### config.mk
export PLATFORM = sky130hd
export DESIGN_NAME = cpu_sequencer
export DESIGN_NICKNAME = d
export VERILOG_FILES = /design/src/rtl/cpu_sequencer.sv
export SDC_FILE = /design/constraint.sdc
export NUM_CORES = 1
export LEC_CHECK = 0
export ABC_CLOCK_PERIOD_IN_PS = 1800
export CAP_MARGIN = 0
export CORE_MARGIN = 8
export CORE_UTILIZATION = 42
export CTS_BUF_LIST = sky130_fd_sc_hd__clkbuf_16
export CTS_CLUSTER_DIAMETER = 30
export DETAILED_ROUTE_END_ITERATION = 12
export GPL_ROUTABILITY_DRIVEN = 0
export GPL_TIMING_DRIVEN = 0
export PLACE_DENSITY = 0.81
export REMOVE_ABC_BUFFERS = 1
export SLEW_MARGIN = 20
export SYNTH_ARGS = -nofsm -noshare
export SYNTH_HDL_FRONTEND = slang
export SYNTH_SLANG_ARGS = --single-unit
### constraint.sdc
create_clock -name clk -period 1.8 [get_ports clk]
set_input_delay 0.54 -clock clk [delete_from_list [all_inputs] [get_ports clk]]
set_output_delay 0.54 -clock clk [all_outputs]
set_load 0.01 [all_outputs]
### src/rtl/cpu_sequencer.sv
// Multi-cycle control sequencer for the 8-bit CPU: walks each instruction through
// FETCH/DECODE/EXECUTE/WRITEBACK and adds run, single-step, halt and resume control.
module cpu_sequencer #(
  parameter int COUNT_W           = 8,
  parameter bit HALT_ON_SELF_JUMP = 1'b1
) (
  input  logic               clk,
  input  logic               reset,
  input  logic               run,
  input  logic               step,
  input  logic               halt_req,
  input  logic               resume,
  input  logic [2:0]         opcode,
  input  logic [2:0]         dest,
  input  logic [2:0]         src,
  input  logic               zero_flag,
  input  logic [3:0]         pc,
  output logic               ir_load,
  output logic               rf_write_en,
  output logic [2:0]         rf_write_addr,
  output logic [1:0]         rf_write_sel,
  output logic [7:0]         imm_data,
  output logic               pc_inc,
  output logic               pc_load,
  output logic [3:0]         jump_addr,
  output logic               flag_q,
  output logic [2:0]         state,
  output logic               halted,
  output logic [COUNT_W-1:0] instr_count
);

  typedef enum logic [2:0] {
    S_IDLE      = 3'd0,
    S_FETCH     = 3'd1,
    S_DECODE    = 3'd2,
    S_EXECUTE   = 3'd3,
    S_WRITEBACK = 3'd4,
    S_HALT      = 3'd5
  } state_t;

  localparam logic [2:0] OP_JMP   = 3'b011;
  localparam logic [2:0] OP_JZ    = 3'b100;
  localparam logic [2:0] OP_MOV   = 3'b101;
  localparam logic [2:0] OP_CMP   = 3'b110;
  localparam logic [2:0] JUMP_DST = 3'b011;

  localparam logic [1:0] SEL_ALU = 2'b00;
  localparam logic [1:0] SEL_REG = 2'b01;
  localparam logic [1:0] SEL_IMM = 2'b10;

  state_t     state_q, state_d;
  logic       step_mode, halt_pend;
  logic [2:0] opcode_q, dest_q, src_q;
  logic       is_jump, jump_taken, self_jump;

  // JNZ shares opcode 101 with MOV; dest 011 is what distinguishes the jump forms.
  assign is_jump    = (dest_q == JUMP_DST) &&
                      (opcode_q == OP_JMP || opcode_q == OP_JZ || opcode_q == OP_MOV);
  assign jump_taken = is_jump && ((opcode_q == OP_JMP) ||
                                  (opcode_q == OP_JZ  &&  flag_q) ||
                                  (opcode_q == OP_MOV && !flag_q));
  assign jump_addr  = {1'b0, src_q};
  assign self_jump  = HALT_ON_SELF_JUMP && jump_taken && (jump_addr == pc);

  assign state         = state_q;
  assign halted        = (state_q == S_HALT);
  assign rf_write_addr = dest_q;
  assign imm_data      = {6'b0, src_q[1:0]};

  always_comb begin
    // NOTE: every combinational output gets a default first so no path infers a latch.
    state_d = state_q;
    unique case (state_q)
      S_IDLE:      if (step || run) state_d = S_FETCH;
      S_FETCH:     state_d = S_DECODE;
      S_DECODE:    state_d = S_EXECUTE;
      S_EXECUTE:   state_d = S_WRITEBACK;
      S_WRITEBACK: begin
        if (halt_pend || self_jump)  state_d = S_HALT;
        else if (step_mode || !run)  state_d = S_IDLE;
        else                         state_d = S_FETCH;
      end
      S_HALT:      if (resume) state_d = S_IDLE;
      default:     state_d = S_IDLE;
    endcase
  end

  always_comb begin
    ir_load      = 1'b0;
    rf_write_en  = 1'b0;
    rf_write_sel = SEL_ALU;
    pc_inc       = 1'b0;
    pc_load      = 1'b0;
    if (state_q == S_FETCH) ir_load = 1'b1;
    if (state_q == S_WRITEBACK) begin
      pc_load = jump_taken;
      pc_inc  = !jump_taken;
      if (!is_jump && opcode_q != OP_CMP) begin
        rf_write_en = 1'b1;
        if (opcode_q == OP_MOV) rf_write_sel = src_q[2] ? SEL_IMM : SEL_REG;
      end
    end
  end

  always_ff @(posedge clk or posedge reset) begin
    // NOTE: sequential state uses non-blocking assignments so all registers update together.
    if (reset) begin
      state_q     <= S_IDLE;
      flag_q      <= 1'b0;
      instr_count <= '0;
      step_mode   <= 1'b0;
      halt_pend   <= 1'b0;
      opcode_q    <= 3'b0;
      dest_q      <= 3'b0;
      src_q       <= 3'b0;
    end else begin
      state_q <= state_d;

      if (state_q == S_IDLE && state_d == S_FETCH) step_mode <= step;

      // Entering HALT consumes the request; a request in HALT itself is ignored.
      if (state_q != S_HALT && state_d == S_HALT) halt_pend <= 1'b0;
      else if (state_q != S_HALT && halt_req)      halt_pend <= 1'b1;

      if (state_q == S_DECODE) begin
        opcode_q <= opcode;
        dest_q   <= dest;
        src_q    <= src;
      end

      if (state_q == S_EXECUTE && !is_jump && opcode_q != OP_MOV) flag_q <= zero_flag;

      if (state_q == S_WRITEBACK) instr_count <= instr_count + 1'b1;
    end
  end

endmodule

==> impl_metrics.json, run 1 <==
{
  "max_freq_ghz": 0.459,
  "finalMaxSlewViolations": 0,
  "synthCells": 111,
  "synthAdderAreaFrac_pct": 0.999,
  "first_pass_iters": 4,
  "start_util_pct": 42.4,
  "synth_area_per_cell_sq_um": 11.3,
  "power.density_nw_per_um2": 1500,
  "wirelength_um": 3130,
  "cp.required_ns": 1.26,
  "clock_path_buffers": 2,
  "outcome": "finished with violations",
  "finalClockSkew_ns": 0.00696,
  "rsz0062_at_grt": "true",
  "grt_pass1_vias": 1018,
  "finalSetupViolations": 5,
  "diodes": 0,
  "violations": "setup timing",
  "cpMaxStageDelayCell": "dfrtp_2",
  "wire_per_inst_um": 15.0,
  "relSlewSlack_pct": 41.2,
  "n_fill_cell": 246,
  "ys_ff_latch": 23,
  "synth-xor-area-share_pct": 7.69,
  "fp.coreArea_sq_um": 2950,
  "die_h_um": 70.6,
  "grt_pass1_wl_um": 5080,
  "p_clk_share_pct": 16.2,
  "ys_seq_area_share_pct": 46.0,
  "yosysUniqueCellTypes": 40,
  "fin_ws_ns": -0.377,
  "max_cap_viol_count": 0,
  "synth_edf_count": 0,
  "netlist_area_sq_um": 1250,
  "post-dp-hpwl_um": 2240,
  "post-place-ws_ns": -0.670,
  "placed_area_sq_um": 1680,
  "htree_levels": 1,
  "cp_slowest_stage_delay_ns": 0.42,
  "cts_buffers": 3,
  "combPwrFrac_pct": 50.6,
  "cts_tree": "yes",
  "grt.overflow.total": 0,
  "crit_chain": "nand3b_1 > a221oi_2 > buf_4 > and2b_1 > buf_2",
  "worst_pin_slew_ns": 0.881,
  "vias_per_cell": 4.79,
  "antenna_found_initial": 0,
  "cp_max_fo": 4,
  "synth_top_family_by_area": "simple AND/OR/NAND/NOR gates",
  "cts_root_buf": "clkbuf_16",
  "drive_above_1_share_pct": 34.9,
  "vias": 996,
  "leakagePower_uw": 0.000977,
  "boundaryPins": 54,
  "syn_to_final_growth_pct": 55.7,
  "p_int_uw": 1910,
  "switching_share_pct": 34.6,
  "synth-compound-area-share_pct": 6.09,
  "yosys_warnings": 0,
  "clkSlewWorstSetupHoldPaths_ns": 0.06,
  "p_sw_uw": 1010,
  "start_kind": "flop",
  "cts.sinks": 23,
  "path_class": "reg2out",
  "arrival_ns": 1.64,
  "clkLatencyLatePin_ns": 0.26,
  "drc": 0,
  "hold_class": "reg2reg",
  "synthArstFlopShare_pct": 100,
  "seqPwrFrac_pct": 33.2,
  "grt_usage_pct": 12.7,
  "nets": 197,
  "ant_nets": 0,
  "die_w_um": 70.6,
  "hold_violations": 0,
  "cp-end-kind": "output pin",
  "ys_dominant_reg_cell": "dfrtp_1",
  "ir_drop_mv": 0.780,
  "die_area_sq_um": 4990,
  "min_period_over_period_pct": 121,
  "synth.area.mux_share_pct": 10.4,
  "portBuffers": 46,
  "grt_start_max_net_pins": 24,
  "yosys.area_share.simple_pct": 19.3,
  "drtIter0Drc": 10,
  "fin_area_sq_um": 1950,
  "rows": 20,
  "fin_crit_ns": 2.18
}
[stage by stage]
| stage | std cells | util, % | power (uW) | hold WS (ns) | setup TNS, ns |
|---|---|---|---|---|---|
| global placement | 184 | 56.7 | 2180 | 0.462 | -3.35 |
| global route | 208 | 66.1 | 3110 | 0.499 | -1.70 |
| CTS | 203 | 63.3 | 2880 | 0.473 | -1.02 |
| finish | 208 | 66.1 | 2920 | 0.468 | -1.34 |
| floorplan | 105 | - | 1620 | 0.461 | -0.0217 |
| detailed placement | 184 | 56.7 | 2230 | 0.464 | -3.52 |
[cells in the final DEF, fill, tap and decap left out, types with 5 or more instances in the layout]
cell type and count:
nand2_1 9, conb_1 7, buf_2 5, mux2_4 5
dlymetal6s2s_1 5, buf_4 18, dfrtp_1 16, dfrtp_2 7
xor2_1 7, clkdlybuf4s50_1 31
[power groups by stage]
stage                     combinational (uW)  clock, uW  sequential [uW]
final                                   1480        474              971
after global routing                    1600        510             1000
after CTS                               1430        477              973
after detailed placement                1200          0             1020
after global placement                  1180          0              998
after floorplan                          583          0             1040
[layout make-up]
class | count | area, sq um | share of cell area [%]
clock inverters | 1 | 3.75 | 0.192
flip-flops and latches | 23 | 584 | 30.0
well taps | 33 | 41.3 | 2.12
multi-input cells | 78 | 627 | 32.1
clock buffers | 3 | 75.1 | 3.85
repair buffers | 66 | 604 | 31.0
inverters | 4 | 15.0 | 0.770
[cells in the mapped netlist (3+ instances only)]
| cell | count | area [sq um] |
|---|---|---|
| dfrtp_1 | 23 | 576 |
| buf_4 | 10 | 75.1 |
| nand2_1 | 10 | 37.5 |
| xor2_1 | 7 | 61.3 |
| mux2_4 | 5 | 75.1 |
| inv_1 | 4 | 15.0 |
| nor2_1 | 4 | 15.0 |
| o21ai_0 | 4 | 20.0 |
| xnor2_1 | 4 | 35.0 |
| mux2_2 | 3 | 33.8 |
| nand3_1 | 3 | 15.0 |
| nor2b_1 | 3 | 18.8 |
[worst paths after layout]
check,startpoint,endpoint,slack (ns),cells after the start
min,instr_count[7],instr_count[7],0.47,1
max,opcode_q[2],pc_inc,-0.38,5
max in group asynchronous,reset,instr_count[1],0.42,2
max reg2reg,state[1],instr_count[7],0.10,8
min reg2reg,instr_count[7],instr_count[7],0.47,1
min in group asynchronous,reset,opcode_q[0],0.77,2
[metal layers]
layer	vias to the layer above	track usage, %	routed length, um	part of all wire, %
li1	490	-	-	-
met1	469	13.7	1260	40
met2	33	22.4	1620	52
met3	4	4.94	217	6.9
met4	0	3.46	26	0.83
met5	-	0	0	0
[cells by family (layout without fill, tap and decap cells)]
group | count (synthesis) | after routing
AOI/OAI and AO/OA | 11 | 11
and+or+nand+nor | 38 | 38
adders and majority gates | 1 | 1
other | 1 | 7
xor gates and xnor gates | 11 | 11
DFF | 23 | 23
buffers and inverters | 16 | 74
muxes | 10 | 10
[critical path: cells and delay by family, from the launching register on]
kind / cells / cell delay (ns)
flip-flops: 1 / 0.42
AND/OR/NAND/NOR: 2 / 0.35
buffers and inverters: 2 / 0.29
AO/OA/AOI/OAI: 1 / 0.31
[what timing repair did]
| item | 4_1_cts | 5_1_grt |
|---|---|---|
| pin swaps | 4 | 6 |
| cloned | 0 | 0 |
| gates resized for setup | 43 | 14 |
| buffers inserted | 17 | 5 |
| setup endpoints to repair | 10 | 18 |
| hold buffers | 0 | 0 |
[sequential cells by signal, summed over array words and instances (netlist names)]
register	flops
instr_count	8
opcode_q	3
state	3
flag_q	1
src_q	3
step_mode	1
rf_write_addr	3
halt_pend	1
Power figures use the tool's default switching activity.
==> run 2: changes to the inputs <==
CORE_MARGIN = not set   (was 8)
==> run 2 against run 1 <==
Compared with the run above:
- the run still ends with setup timing left
- first-iteration DRC count is 90% higher
- clock-buffer cell count stayed put
- global-route usage is 6.4 points higher
- fmax grew 2.9%
- largest power group unchanged
- highest routed layer unchanged
==> impl_metrics.json, run 2 (synthesis results as in run 1) <==
{
  "max_cap_viol_count": 0,
  "p_int_uw": 1960,
  "vias_per_cell": 5.14,
  "finalPower_uw": 3010,
  "portBuffers": 46,
  "hold_buffers": 0,
  "fp.coreArea_sq_um": 2780,
  "met2WireLength_um": 1720,
  "post-dp-hpwl_um": 1790,
  "switching_share_pct": 34.9,
  "multiInputGateArea_sq_um": 607,
  "finalClockSkew_ns": 0.00416,
  "top_layer_used": "met4",
  "finalSetupViolations": 5,
  "nets": 196,
  "n_fill_cell": 195,
  "outcome": "finished with violations",
  "leakagePower_uw": 0.000923,
  "final_common_cell": "clkdlybuf4s50_1",
  "reg2reg_depth": 4,
  "rsz0062_at_grt": "true",
  "first_pass_iters": 4,
  "fin_cells": 205,
  "fin_util_pct": 68.8,
  "arrival_ns": 1.58,
  "cts_tree": "yes",
  "diodes": 0,
  "clock_path_buffers": 2,
  "ant_nets": 0,
  "start_kind": "flop",
  "max_freq_ghz": 0.473,
  "syn_to_final_growth_pct": 52.7,
  "htree_levels": 1,
  "antenna_found_initial": 0,
  "power.density_nw_per_um2": 1580,
  "wire_per_inst_um": 15.4,
  "crit_chain": "nand3b_1 > a221oi_2 > buf_4 > and2_4 > buf_6",
  "holdPathEnd": "instr_count[7]",
  "grt_start_max_net_pins": 24,
  "clkSlewWorstSetupHoldPaths_ns": 0.06,
  "seqPwrFrac_pct": 32.0,
  "regArea_sq_um": 583,
  "fin_crit_ns": 2.12,
  "grt_pass1_vias": 1010,
  "cp.required_ns": 1.26,
  "path_class": "reg2out",
  "die_h_um": 56.6,
  "cp_slowest_stage_delay_ns": 0.44,
  "r2r-end": "opcode_q[2]",
  "worst_pin_slew_ns": 0.864,
  "grt_pass1_wl_um": 4700,
  "worstHoldPathCells": 1,
  "ir_drop_mv": 1.28,
  "p_sw_uw": 1050,
  "r2r_setup_slack_ns": 0.14,
  "wl_met3_um": 180,
  "min_period_over_period_pct": 118,
  "p_clk_share_pct": 15.9,
  "cp_max_fo": 4,
  "vias": 1054,
  "drc": 0,
  "top_register": "instr_count",
  "drtIter0Drc": 19,
  "relSlewSlack_pct": 42.3,
  "cts.sinks": 23,
  "grt.overflow.total": 0,
  "largest_register_ffs": 8,
  "timing.rr.start": "state[2]",
  "cts_root_buf": "clkbuf_16",
  "fin_ws_ns": -0.315,
  "grt_usage_pct": 19.1,
  "hp-start": "instr_count[7]",
  "drive_above_1_share_pct": 32.2,
  "rows": 19,
  "die_w_um": 56.6,
  "cp-end-kind": "output pin",
  "dp_cells": 182,
  "hold_class": "reg2reg",
  "finalMaxSlewViolations": 0,
  "violations": "setup timing",
  "boundaryPins": 54,
  "hold_violations": 0,
  "met1Wirelength_um": 1210,
  "wirelength_um": 3160,
  "cpMaxStageDelayCell": "dfrtp_2",
  "final_cell_mix": "clkdlybuf4s50_1 (34), dfrtp_1 (17), buf_4 (15)",
  "combPwrFrac_pct": 52.1,
  "die_area_sq_um": 3200,
  "clkLatencyLatePin_ns": 0.26,
  "start_util_pct": 45.0,
  "cts_buffers": 3
}
-- run 2: changes by cell type in the layout (fill, tap and decap cells not counted), moves of 2 or more --
cell             previous run  this run
nor2_1                      2         4
clkdlybuf4s50_1            31        34
buf_4                      18        15
dlymetal6s2s_1              5         2
nor2_2                      3         1
-- run 2: routing by layer --
metal,vias to the layer above,global-route usage [%]
li1,487,-
met1,506,23.4
met2,50,32.9
met3,11,3.23
met4,0,8.01
met5,-,0
-- run 2: worst max path at each step --
| stage | from | end | slack (ns) | cells after the start |
|---|---|---|---|---|
| floorplan | state[0] | rf_write_sel[0] | -0.01 | 3 |
| global placement | state[0] | rf_write_sel[1] | -0.61 | 4 |
| global route | opcode_q[2] | pc_load | -0.38 | 5 |
| detailed placement | state[0] | rf_write_sel[1] | -0.63 | 4 |
| CTS | opcode_q[2] | pc_load | -0.26 | 5 |
| finish | opcode_q[2] | pc_load | -0.32 | 5 |
-- run 2: layout make-up --
cell class                      count  area share [%]
Tap cell                           31            2.03
Sequential cell                    23            30.5
Clock inverter                      1           0.196
Multi-Input combinational cell     78            31.7
Clock buffer                        3            3.92
Timing Repair Buffer               65            30.9
Inverter                            4           0.785
-- run 2: power groups by stage --
stage	combinational (uW)	clock, uW	sequential [uW]
floorplan	583	0	1040
global placement	1160	0	995
detailed placement	1180	0	1010
CTS	1460	476	949
global route	1670	505	990
finish	1570	479	964
-- run 2: critical path, delay by kind of cell (launching register included) --
kind	cells	cell delay [ns]
compound gates	1	0.31
buf+inv	2	0.25
flops	1	0.44
simple gates	2	0.33
-- run 2: stage by stage --
stage	TNS, ns	cell area [sq um]	setup WS (ns)	hold slack [ns]
floorplan	-0.0217	1170	-0.0109	0.461
global placement	-3.22	1670	-0.613	0.458
detailed placement	-3.31	1670	-0.630	0.467
CTS	-0.866	1870	-0.262	0.478
global route	-1.37	1910	-0.382	0.493
finish	-1.07	1910	-0.315	0.469
-- run 2: repair_timing --
| item | CTS | global route |
|---|---|---|
| resized for setup | 41 | 9 |
| gates cloned | 0 | 0 |
| setup endpoints to repair | 10 | 12 |
| pin swaps | 6 | 7 |
| setup buffers | 15 | 5 |
